**config.mk**
```make
export PLATFORM = sky130hd
export DESIGN_NAME = sram_arb_ctrl_flat
export DESIGN_NICKNAME = d
export VERILOG_FILES = /design/src/rtl/sram_ctrl_pkg.sv /design/src/rtl/sram_arb_ctrl_if.sv /design/src/rtl/sram_rr_arb2.sv /design/src/rtl/sram_arb_ctrl.sv /design/src/flat_wrapper.sv
export SDC_FILE = /design/constraint.sdc
export NUM_CORES = 1
export LEC_CHECK = 0
export ABC_AREA = 1
export BUFFER_PORTS_ARGS = -buffer_cell sky130_fd_sc_hd__buf_2
export CELL_PAD_IN_SITES_DETAIL_PLACEMENT = 1
export CELL_PAD_IN_SITES_GLOBAL_PLACEMENT = 1
export CORE_MARGIN = 3
export CORE_UTILIZATION = 20
export CTS_BUF_LIST = sky130_fd_sc_hd__clkbuf_8
export CTS_CLUSTER_DIAMETER = 40
export DETAILED_ROUTE_END_ITERATION = 10
export GPL_ROUTABILITY_DRIVEN = 1
export PLACE_DENSITY_LB_ADDON = 0.1
export SKIP_LAST_GASP = 1
export SLEW_MARGIN = 30
export SYNTH_ARGS = -nofsm -noshare
export SYNTH_HDL_FRONTEND = slang
export SYNTH_SLANG_ARGS = --single-unit
```
**constraint.sdc**
```tcl
create_clock -name clk -period 1.95 [get_ports clk]
set_input_delay 0.2925 -clock clk [delete_from_list [all_inputs] [get_ports clk]]
set_output_delay 0.2925 -clock clk [all_outputs]
set_load 0.02 [all_outputs]
```
**src/rtl/sram_ctrl_pkg.sv**
```systemverilog
// rtl/sram_ctrl_pkg.sv - shared widths and FSM state type for the SRAM arbiter/controller
package sram_ctrl_pkg;

    localparam int ADDR_W = 13;
    localparam int DATA_W = 32;
    localparam int LANES  = 4;

    typedef enum logic {
        ST_INIT = 1'b0,
        ST_RUN  = 1'b1
    } state_e;

endpackage

```
**src/rtl/sram_arb_ctrl_if.sv**
```systemverilog
// rtl/sram_arb_ctrl_if.sv - one requester port: request/grant plus one-cycle-later response
interface sram_arb_ctrl_if;
    import sram_ctrl_pkg::*;

    logic              req;
    logic [LANES-1:0]  we;
    logic [ADDR_W-1:0] addr;
    logic [DATA_W-1:0] wdata;
    logic              gnt;
    logic              rvalid;
    logic [DATA_W-1:0] rdata;
    logic              err;

    modport master (
        output req, we, addr, wdata,
        input  gnt, rvalid, rdata, err
    );

    modport slave (
        input  req, we, addr, wdata,
        output gnt, rvalid, rdata, err
    );

endinterface

```
**src/rtl/sram_rr_arb2.sv**
```systemverilog
// rtl/sram_rr_arb2.sv - two-way round-robin arbiter, one-hot grant, pointer moves only on a grant
module sram_rr_arb2 (
    input  logic       clk,
    input  logic       rst,
    input  logic       en,
    input  logic [1:0] req,
    output logic [1:0] gnt
);

    // last_q = 1 means requester 1 was granted most recently
    logic last_q;
    logic last_d;

    always_comb begin
        gnt    = 2'b00;
        last_d = last_q;
        if (en) begin
            if (req[0] && (!req[1] || last_q)) begin
                gnt = 2'b01;
            end else if (req[1]) begin
                gnt = 2'b10;
            end
        end
        if (gnt[0]) begin
            last_d = 1'b0;
        end else if (gnt[1]) begin
            last_d = 1'b1;
        end
    end

    always_ff @(posedge clk) begin
        if (rst) begin
            last_q <= 1'b1;
        end else begin
            last_q <= last_d;
        end
    end

endmodule

```
**src/rtl/sram_arb_ctrl.sv**
```systemverilog
// rtl/sram_arb_ctrl.sv - two-port arbitrated SRAM controller with optional zero-fill after reset
module sram_arb_ctrl
    import sram_ctrl_pkg::*;
#(
    parameter int DEPTH   = 8192,
    parameter bit INIT_EN = 1'b1
) (
    input  logic              clk,
    input  logic              rst,
    sram_arb_ctrl_if.slave    p0,
    sram_arb_ctrl_if.slave    p1,
    output logic              sram_cen,
    output logic [LANES-1:0]  sram_wen,
    output logic [ADDR_W-1:0] sram_a,
    output logic [DATA_W-1:0] sram_d,
    input  logic [DATA_W-1:0] sram_q,
    output logic              init_done
);

    localparam logic [ADDR_W-1:0] LAST_ADDR = ADDR_W'(DEPTH - 1);
    localparam logic [31:0]       DEPTH_U   = 32'(DEPTH);

    state_e            state_q, state_d;
    logic [ADDR_W-1:0] cnt_q, cnt_d;
    logic              init_done_q, init_done_d;
    logic              rsp_valid_q, rsp_valid_d;
    logic              rsp_port_q, rsp_port_d;
    logic              rsp_err_q, rsp_err_d;
    logic              rsp_rd_q, rsp_rd_d;

    logic [1:0]        gnt;
    logic              arb_en;
    logic              granted;
    logic              sel;
    logic [LANES-1:0]  g_we;
    logic [ADDR_W-1:0] g_addr;
    logic [DATA_W-1:0] g_wdata;
    logic              in_range;

    assign arb_en = (state_q == ST_RUN) && !rst;

    sram_rr_arb2 u_arb (
        .clk (clk),
        .rst (rst),
        .en  (arb_en),
        .req ({p1.req, p0.req}),
        .gnt (gnt)
    );

    assign granted  = |gnt;
    assign sel      = gnt[1];
    assign g_we     = sel ? p1.we    : p0.we;
    assign g_addr   = sel ? p1.addr  : p0.addr;
    assign g_wdata  = sel ? p1.wdata : p0.wdata;
    assign in_range = 32'(g_addr) < DEPTH_U;

    always_comb begin
        state_d     = state_q;
        cnt_d       = cnt_q;
        init_done_d = init_done_q;
        rsp_valid_d = 1'b0;
        rsp_port_d  = rsp_port_q;
        rsp_err_d   = 1'b0;
        rsp_rd_d    = 1'b0;
        sram_cen    = 1'b0;
        sram_wen    = '0;
        sram_a      = '0;
        sram_d      = '0;

        case (state_q)
            ST_INIT: begin
                sram_cen = 1'b1;
                sram_wen = '1;
                sram_a   = cnt_q;
                if (cnt_q == LAST_ADDR) begin
                    state_d     = ST_RUN;
                    init_done_d = 1'b1;
                end else begin
                    cnt_d = cnt_q + 1'b1;
                end
            end
            ST_RUN: begin
                init_done_d = 1'b1;
                rsp_valid_d = granted;
                rsp_port_d  = sel;
                rsp_err_d   = granted && !in_range;
                rsp_rd_d    = granted && in_range && (g_we == '0);
                if (granted && in_range) begin
                    sram_cen = 1'b1;
                    sram_wen = g_we;
                    sram_a   = g_addr;
                    sram_d   = g_wdata;
                end
            end
        endcase

        // Outputs stay quiet for the whole reset cycle, not only after it is sampled
        if (rst) begin
            sram_cen = 1'b0;
            sram_wen = '0;
            sram_a   = '0;
            sram_d   = '0;
        end
    end

    always_ff @(posedge clk) begin
        if (rst) begin
            state_q     <= INIT_EN ? ST_INIT : ST_RUN;
            cnt_q       <= '0;
            init_done_q <= 1'b0;
            rsp_valid_q <= 1'b0;
            rsp_port_q  <= 1'b0;
            rsp_err_q   <= 1'b0;
            rsp_rd_q    <= 1'b0;
        end else begin
            state_q     <= state_d;
            cnt_q       <= cnt_d;
            init_done_q <= init_done_d;
            rsp_valid_q <= rsp_valid_d;
            rsp_port_q  <= rsp_port_d;
            rsp_err_q   <= rsp_err_d;
            rsp_rd_q    <= rsp_rd_d;
        end
    end

    logic rv0, rv1;
    assign rv0 = rsp_valid_q && !rst && !rsp_port_q;
    assign rv1 = rsp_valid_q && !rst &&  rsp_port_q;

    assign p0.gnt    = gnt[0];
    assign p1.gnt    = gnt[1];
    assign p0.rvalid = rv0;
    assign p1.rvalid = rv1;
    assign p0.err    = rv0 && rsp_err_q;
    assign p1.err    = rv1 && rsp_err_q;
    assign p0.rdata  = (rv0 && rsp_rd_q) ? sram_q : '0;
    assign p1.rdata  = (rv1 && rsp_rd_q) ? sram_q : '0;
    assign init_done = init_done_q;

endmodule

```
**src/flat_wrapper.sv**
```systemverilog
// flat-port wrapper written by rule: the top's interface ports become plain ports
module sram_arb_ctrl_flat import sram_ctrl_pkg::*;
#(
    parameter int DEPTH   = 8192,
    parameter bit INIT_EN = 1'b1
)
  (clk, rst, sram_cen, sram_wen, sram_a, sram_d, sram_q, init_done, p0_req, p0_we, p0_addr, p0_wdata, p0_gnt, p0_rvalid, p0_rdata, p0_err, p1_req, p1_we, p1_addr, p1_wdata, p1_gnt, p1_rvalid, p1_rdata, p1_err);
  sram_arb_ctrl_if p0_i ();
  sram_arb_ctrl_if p1_i ();
  input  logic clk;
  input  logic rst;
  output logic sram_cen;
  output logic [LANES-1:0] sram_wen;
  output logic [ADDR_W-1:0] sram_a;
  output logic [DATA_W-1:0] sram_d;
  input  logic [DATA_W-1:0] sram_q;
  output logic init_done;
  input wire logic [$bits(p0_i.req)-1:0] p0_req;
  input wire logic [$bits(p0_i.we)-1:0] p0_we;
  input wire logic [$bits(p0_i.addr)-1:0] p0_addr;
  input wire logic [$bits(p0_i.wdata)-1:0] p0_wdata;
  output wire logic [$bits(p0_i.gnt)-1:0] p0_gnt;
  output wire logic [$bits(p0_i.rvalid)-1:0] p0_rvalid;
  output wire logic [$bits(p0_i.rdata)-1:0] p0_rdata;
  output wire logic [$bits(p0_i.err)-1:0] p0_err;
  input wire logic [$bits(p1_i.req)-1:0] p1_req;
  input wire logic [$bits(p1_i.we)-1:0] p1_we;
  input wire logic [$bits(p1_i.addr)-1:0] p1_addr;
  input wire logic [$bits(p1_i.wdata)-1:0] p1_wdata;
  output wire logic [$bits(p1_i.gnt)-1:0] p1_gnt;
  output wire logic [$bits(p1_i.rvalid)-1:0] p1_rvalid;
  output wire logic [$bits(p1_i.rdata)-1:0] p1_rdata;
  output wire logic [$bits(p1_i.err)-1:0] p1_err;
  assign p0_i.req = p0_req;
  assign p0_i.we = p0_we;
  assign p0_i.addr = p0_addr;
  assign p0_i.wdata = p0_wdata;
  assign p0_gnt = p0_i.gnt;
  assign p0_rvalid = p0_i.rvalid;
  assign p0_rdata = p0_i.rdata;
  assign p0_err = p0_i.err;
  assign p1_i.req = p1_req;
  assign p1_i.we = p1_we;
  assign p1_i.addr = p1_addr;
  assign p1_i.wdata = p1_wdata;
  assign p1_gnt = p1_i.gnt;
  assign p1_rvalid = p1_i.rvalid;
  assign p1_rdata = p1_i.rdata;
  assign p1_err = p1_i.err;
  sram_arb_ctrl #(.DEPTH(DEPTH), .INIT_EN(INIT_EN)) u_core (.clk(clk), .rst(rst), .p0(p0_i), .p1(p1_i), .sram_cen(sram_cen), .sram_wen(sram_wen), .sram_a(sram_a), .sram_d(sram_d), .sram_q(sram_q), .init_done(init_done));
endmodule
```
==> impl_metrics.env, run 1 <==
export IMPL_cp_cell_sequence="inv_8 -> nor2_4 -> nand3_4 -> inv_8 -> buf_6 -> clkbuf_16 -> a22o_1 -> buf_6"
export IMPL_num_io_pins=255
export IMPL_num_antenna_cells=0
export IMPL_rrSetupSlack_ns=0.28
export IMPL_numCtsBuffers=3
export IMPL_synth_warnings=0
export IMPL_whs_ns=0.339
export IMPL_fin_crit_sh_pct=99.2
export IMPL_holdBufCountCts=0
export IMPL_drc_errors=0
export IMPL_status="completed"
export IMPL_drv_slew=0
export IMPL_seq_power_share_pct=42.1
export IMPL_slew_headroom_pct=59.6
export IMPL_crit_slowest_cell="dfxtp_4"
export IMPL_coreArea_um2=10600
export IMPL_cts_path_max_buffers=2
export IMPL_power_frac_clock_pct=30.4
export IMPL_max_freq_mhz=517
export IMPL_fin_skew_ns=0.000809
export IMPL_viasPerCell=4.57
export IMPL_via_count=3608
export IMPL_finalCriticalPeriod_ns=1.93
export IMPL_cpPeakStageDelay_ns=0.39
export IMPL_fin_tns_setup_ns=0
export IMPL_clk_latency_ns=0.26
export IMPL_synth_flop_cell="dfxtp_1"
export IMPL_grt_usage_pct=18.9
export IMPL_startpoint_type="flip-flop"
export IMPL_dieHeight_um=112
export IMPL_maxCapViolCount=0
export IMPL_die_area_um2=12400
export IMPL_routedWlPerCell_um=16.7
export IMPL_synth_top_area_cell="dfxtp_1"
export IMPL_synth_top_cell_area_share_pct=17.1
export IMPL_start_util_pct=21.1
export IMPL_async_reset_ff_share_pct=0
export IMPL_arrival_ns=1.64
export IMPL_drt_iter0_markers=131
export IMPL_leakage_nw=2.49
export IMPL_setup_viol=0
export IMPL_rsz0062_at_grt="yes"
export IMPL_dr_pass1_iters=4
export IMPL_end_kind="output pin"
export IMPL_clk_pin_slew_ns=0.08
export IMPL_area_delta_synth_final_pct=83.0
export IMPL_antenna_left=0
export IMPL_powerDensity_nw_per_um2=233
export IMPL_pwr_share_comb_pct=27.6
export IMPL_wirelength_um=13200
export IMPL_p_int_w=0.000668
export IMPL_die_w_um=112
export IMPL_worst_pin_slew_ns=0.603
export IMPL_hold_viol_final=0
export IMPL_num_fill_cells=1458
export IMPL_switching_share_pct=29.7
export IMPL_switchingPower_w=0.000282
export IMPL_p_total_w=0.000950
export IMPL_synth_cell_types=29
export IMPL_fin_ws_ns=0.0162
export IMPL_path_max_fanout=6
export IMPL_overflow=0
export IMPL_cts_root_buf="clkbuf_8"
export IMPL_hp_class="input port to flip-flop"
export IMPL_cts_sinks=19
export IMPL_synth_edf_count=0
export IMPL_fin_cells=790
export IMPL_synthTopCellsByArea="dfxtp_1, nand2_1, nor2_1"
export IMPL_syn_inst=396
export IMPL_first_global_vias=3596
export IMPL_required_ns=1.66
export IMPL_ys_seq_area_share_pct=17.1
export IMPL_tritoncts="done"
export IMPL_grt_pass1_wl_um=19300
export IMPL_place_hpwl_um=10700
export IMPL_yosys_top_cells_count="nand2_1, nor2_1, inv_1, a22o_1, nand3_1"
export IMPL_h_tree_depth=1
export IMPL_num_nets_final=790
export IMPL_syn_area_per_cell_um2=5.62
export IMPL_grt_start_max_net_pins=33
export IMPL_gp_congestion=0.878
export IMPL_critPathKind="flip-flop to output pin"
export IMPL_pre_cts_ws_ns=0.0984
export IMPL_vdd_drop_max_uv=363
export IMPL_synth_most_common_cell="nand2_1"
export IMPL_drive_gt1_share_pct=46.9
export IMPL_dp_cells=774
export IMPL_ys_ff_latch=19
export IMPL_synth_area_um2=2230
export IMPL_antenna_found_initial=1
export IMPL_io_buffers=252
export IMPL_rows=37
repair_timing:
item,4_1_cts,5_1_grt
endpoints found under the setup margin,40,41
pin swaps,0,22
setup buffers,0,6
gates resized for setup,4,90
cloned,1,5
critical path, delay by kind of cell, from the launching register on:
kind	cells	cell delay, ns
buffers and inverters	5	0.54
flip-flops	1	0.39
AND/OR/NAND/NOR	2	0.28
AO/OA/AOI/OAI	1	0.18
sequential cells by signal (all words and copies together), names as in the netlist:
signal / flops
u_core.cnt_q: 13
u_core.init_done: 1
u_core.rsp_port_q: 1
u_core.rsp_rd_q: 1
u_core.rsp_valid_q: 1
u_core.state_q: 1
u_core.u_arb.last_q: 1
cells by family after synthesis:
group	count (synthesis)	synth area share, %
simple gates	213	39.5
buf+inv	96	20.5
compound gates	63	21.0
flops	19	17.1
xor+xnor	3	1.18
fa+ha+maj	1	0.562
other cells	1	0.168
power groups by stage:
stage | logic [W] | clock network, W | registers (W)
final | 0.000262 | 0.000288 | 0.000399
after floorplan | 0.0000816 | 0 | 0.000407
after global placement | 0.000240 | 0 | 0.000410
after detailed placement | 0.000247 | 0 | 0.000410
after CTS | 0.000249 | 0.000301 | 0.000401
after global routing | 0.000290 | 0.000320 | 0.000401
layout by cell type, fill, tap and decap left out, drive strengths merged, types with 3 or more instances in the layout:
cell type / Yosys / final
o211ai: 10 / 10
clkbuf: 0 / 7
nand3: 25 / 25
xor2: 3 / 3
nand4: 5 / 5
a21oi: 8 / 8
clkinv: 1 / 3
a22o: 32 / 32
o21ai: 9 / 9
buf: 23 / 271
dfxtp: 19 / 19
inv: 72 / 72
nor2: 84 / 84
nand2: 97 / 97
cell type report:
| class | instances | area, um^2 | area share (%) |
|---|---|---|---|
| inverters | 73 | 302 | 7.40 |
| flip-flops and latches | 19 | 384 | 9.42 |
| multi-input cells | 282 | 1470 | 36.1 |
| repair inverters | 1 | 8.76 | 0.215 |
| clock inverters | 1 | 5.00 | 0.123 |
| repair buffers | 275 | 1690 | 41.5 |
| clock buffers | 3 | 41.3 | 1.01 |
| well taps | 136 | 170 | 4.17 |
worst paths after layout:
path,end,from,cells after the start
setup / recovery,sram_d[4],u_core.state_q$_SDFF_PP0_,8
hold / removal,u_core.rsp_rd_q$_SDFF_PP0_,p1_we[1],4
setup reg to reg,u_core.cnt_q[10]$_SDFFE_PP0P_,u_core.cnt_q[1]$_SDFFE_PP0P_,8
hold reg to reg,u_core.init_done$_SDFFE_PP0N_,u_core.init_done$_SDFFE_PP0N_,2
routing by layer:
metal | up-vias | share of wire (%) | global-route usage [%]
li1 | 1756 | - | -
met1 | 1699 | 39 | 21.2
met2 | 129 | 52 | 36.1
met3 | 22 | 6.7 | 5.11
met4 | 2 | 2.1 | 3.16
met5 | - | 0.099 | 0
metrics by stage:
step	area [um^2]	utilization, %
global placement	3590	34.0
detailed placement	3590	34.0
floorplan	2230	-
CTS	3680	34.8
global route	4080	38.6
finish	4080	38.6
Power figures use the tool's default switching activity.
==> run 2: changes to the inputs <==
CORE_UTILIZATION = 22   (was 20)
clock period = 2.4 ns   (was 1.95 ns; I/O delays follow)
==> impl_metrics.env, run 2 (synthesis gave the netlist of run 1 again) <==
export IMPL_whs_ns=0.416
export IMPL_via_count=3441
export IMPL_viasPerCell=4.46
export IMPL_crit_top_cell="nand2_1"
export IMPL_cp_cell_sequence="inv_6 -> nor2_4 -> nand2_2 -> inv_4 -> nand2_1 -> o211ai_1 -> nand2_1 -> inv_1 -> buf_2"
export IMPL_drv_slew=0
export IMPL_rrSetupSlack_ns=0.56
export IMPL_drt_iter0_markers=142
export IMPL_cts_resized=0
export IMPL_startpoint_type="flip-flop"
export IMPL_grt_usage_pct=19.1
export IMPL_slew_headroom_pct=62.2
export IMPL_final_common_cell="buf_2"
export IMPL_critPathKind="flip-flop to output pin"
export IMPL_fin_ws_ns=0.194
export IMPL_rows=36
export IMPL_routedWlPerCell_um=15.2
export IMPL_start_util_pct=22.7
export IMPL_h_tree_depth=1
export IMPL_antenna_found_initial=1
export IMPL_worst_pin_slew_ns=0.565
export IMPL_top_register="u_core.cnt_q"
export IMPL_maxCapViolCount=0
export IMPL_first_global_vias=3367
export IMPL_arrival_ns=1.85
export IMPL_wirelength_um=11700
export IMPL_end_kind="output pin"
export IMPL_setup_viol=0
export IMPL_num_fill_cells=1417
export IMPL_area_delta_synth_final_pct=61.7
export IMPL_postCtsSetupRepairBufs=0
export IMPL_fin_skew_ns=0.00576
export IMPL_grt_start_max_net_pins=48
export IMPL_num_antenna_cells=0
export IMPL_path_max_fanout=46
export IMPL_final_cell_mix="buf_2, nand2_1, nor2_1"
export IMPL_cts_path_max_buffers=2
export IMPL_numCtsBuffers=3
export IMPL_place_hpwl_um=9990
export IMPL_crit_slowest_cell="dfxtp_1"
export IMPL_gp_congestion=0.836
export IMPL_max_freq_mhz=453
export IMPL_antenna_left=0
export IMPL_die_area_um2=11400
export IMPL_rsz0062_at_grt="no"
export IMPL_leakage_nw=2.33
export IMPL_tritoncts="done"
export IMPL_die_w_um=107
export IMPL_powerDensity_nw_per_um2=209
export IMPL_required_ns=2.04
export IMPL_cts_sinks=19
export IMPL_clk_latency_ns=0.26
export IMPL_pre_cts_ws_ns=0.346
export IMPL_status="completed"
export IMPL_grt_pass1_wl_um=17800
export IMPL_dr_pass1_iters=4
export IMPL_holdBufCountCts=0
export IMPL_drive_gt1_share_pct=42.9
export IMPL_dieHeight_um=107
export IMPL_fin_tns_setup_ns=0
export IMPL_cpPeakStageDelay_ns=0.45
export IMPL_clk_pin_slew_ns=0.08
export IMPL_largest_register_ffs=13
export IMPL_num_nets_final=774
export IMPL_drc_errors=0
export IMPL_cts_root_buf="clkbuf_8"
export IMPL_num_io_pins=255
export IMPL_overflow=0
export IMPL_coreArea_um2=9820
export IMPL_finalCriticalPeriod_ns=2.21
export IMPL_hold_viol_final=0
export IMPL_vdd_drop_max_uv=226
export IMPL_fin_crit_sh_pct=91.9
export IMPL_hp_class="input port to flip-flop"
export IMPL_io_buffers=252
-- run 2: report_power, final --
group | internal, W | switching, W | total (W)
Sequential | 0.000319 | 0.00000830 | 0.000328
Clock | 0.000116 | 0.000118 | 0.000234
Combinational | 0.0000978 | 0.0000927 | 0.000191
Total | 0.000533 | 0.000219 | 0.000752
-- run 2: metal layers --
layer	vias up	global-route usage [%]	part of all wire [%]
met5	-	0	0.13
met4	2	4.75	2.1
met3	22	5.24	8.1
met2	135	35.9	51
met1	1561	21.2	38
li1	1721	-	-
-- run 2: cell type report --
class / instances / area [um^2] / share of cell area [%]
Timing Repair Buffer: 260 / 1330 / 37.0
Sequential cell: 19 / 380 / 10.6
Inverter: 73 / 282 / 7.82
Multi-Input combinational cell: 282 / 1390 / 38.7
Clock buffer: 3 / 41.3 / 1.15
Tap cell: 133 / 166 / 4.62
Clock inverter: 1 / 5.00 / 0.139
-- run 2: final timing paths --
path	start	endpoint	cells after the start
worst min-delay path	p1_we[1]	u_core.rsp_rd_q$_SDFF_PP0_	4
worst max register to register	u_core.cnt_q[0]$_SDFFE_PP0P_	u_core.cnt_q[6]$_SDFFE_PP0P_	9
worst max-delay path	u_core.state_q$_SDFF_PP0_	sram_a[5]	9
worst min register to register	u_core.init_done$_SDFFE_PP0N_	u_core.init_done$_SDFFE_PP0N_	2
-- run 2: through the flow --
stage | std cells | total power [W] | util (%) | instance area, um^2
finish | 771 | 0.000752 | 36.7 | 3600
floorplan | 397 | 0.000397 | - | 2230
global route | 771 | 0.000802 | 36.7 | 3600
detailed placement | 767 | 0.000527 | 36.2 | 3560
global placement | 767 | 0.000521 | 36.2 | 3560
CTS | 771 | 0.000760 | 36.7 | 3600
-- run 2: worst max-delay path, delay by kind of cell (launching register included) --
kind                   cells  cell delay [ns]
buffers and inverters      4             0.64
AO/OA/AOI/OAI              1             0.10
AND/OR/NAND/NOR            4             0.37
flip-flops                 1             0.45
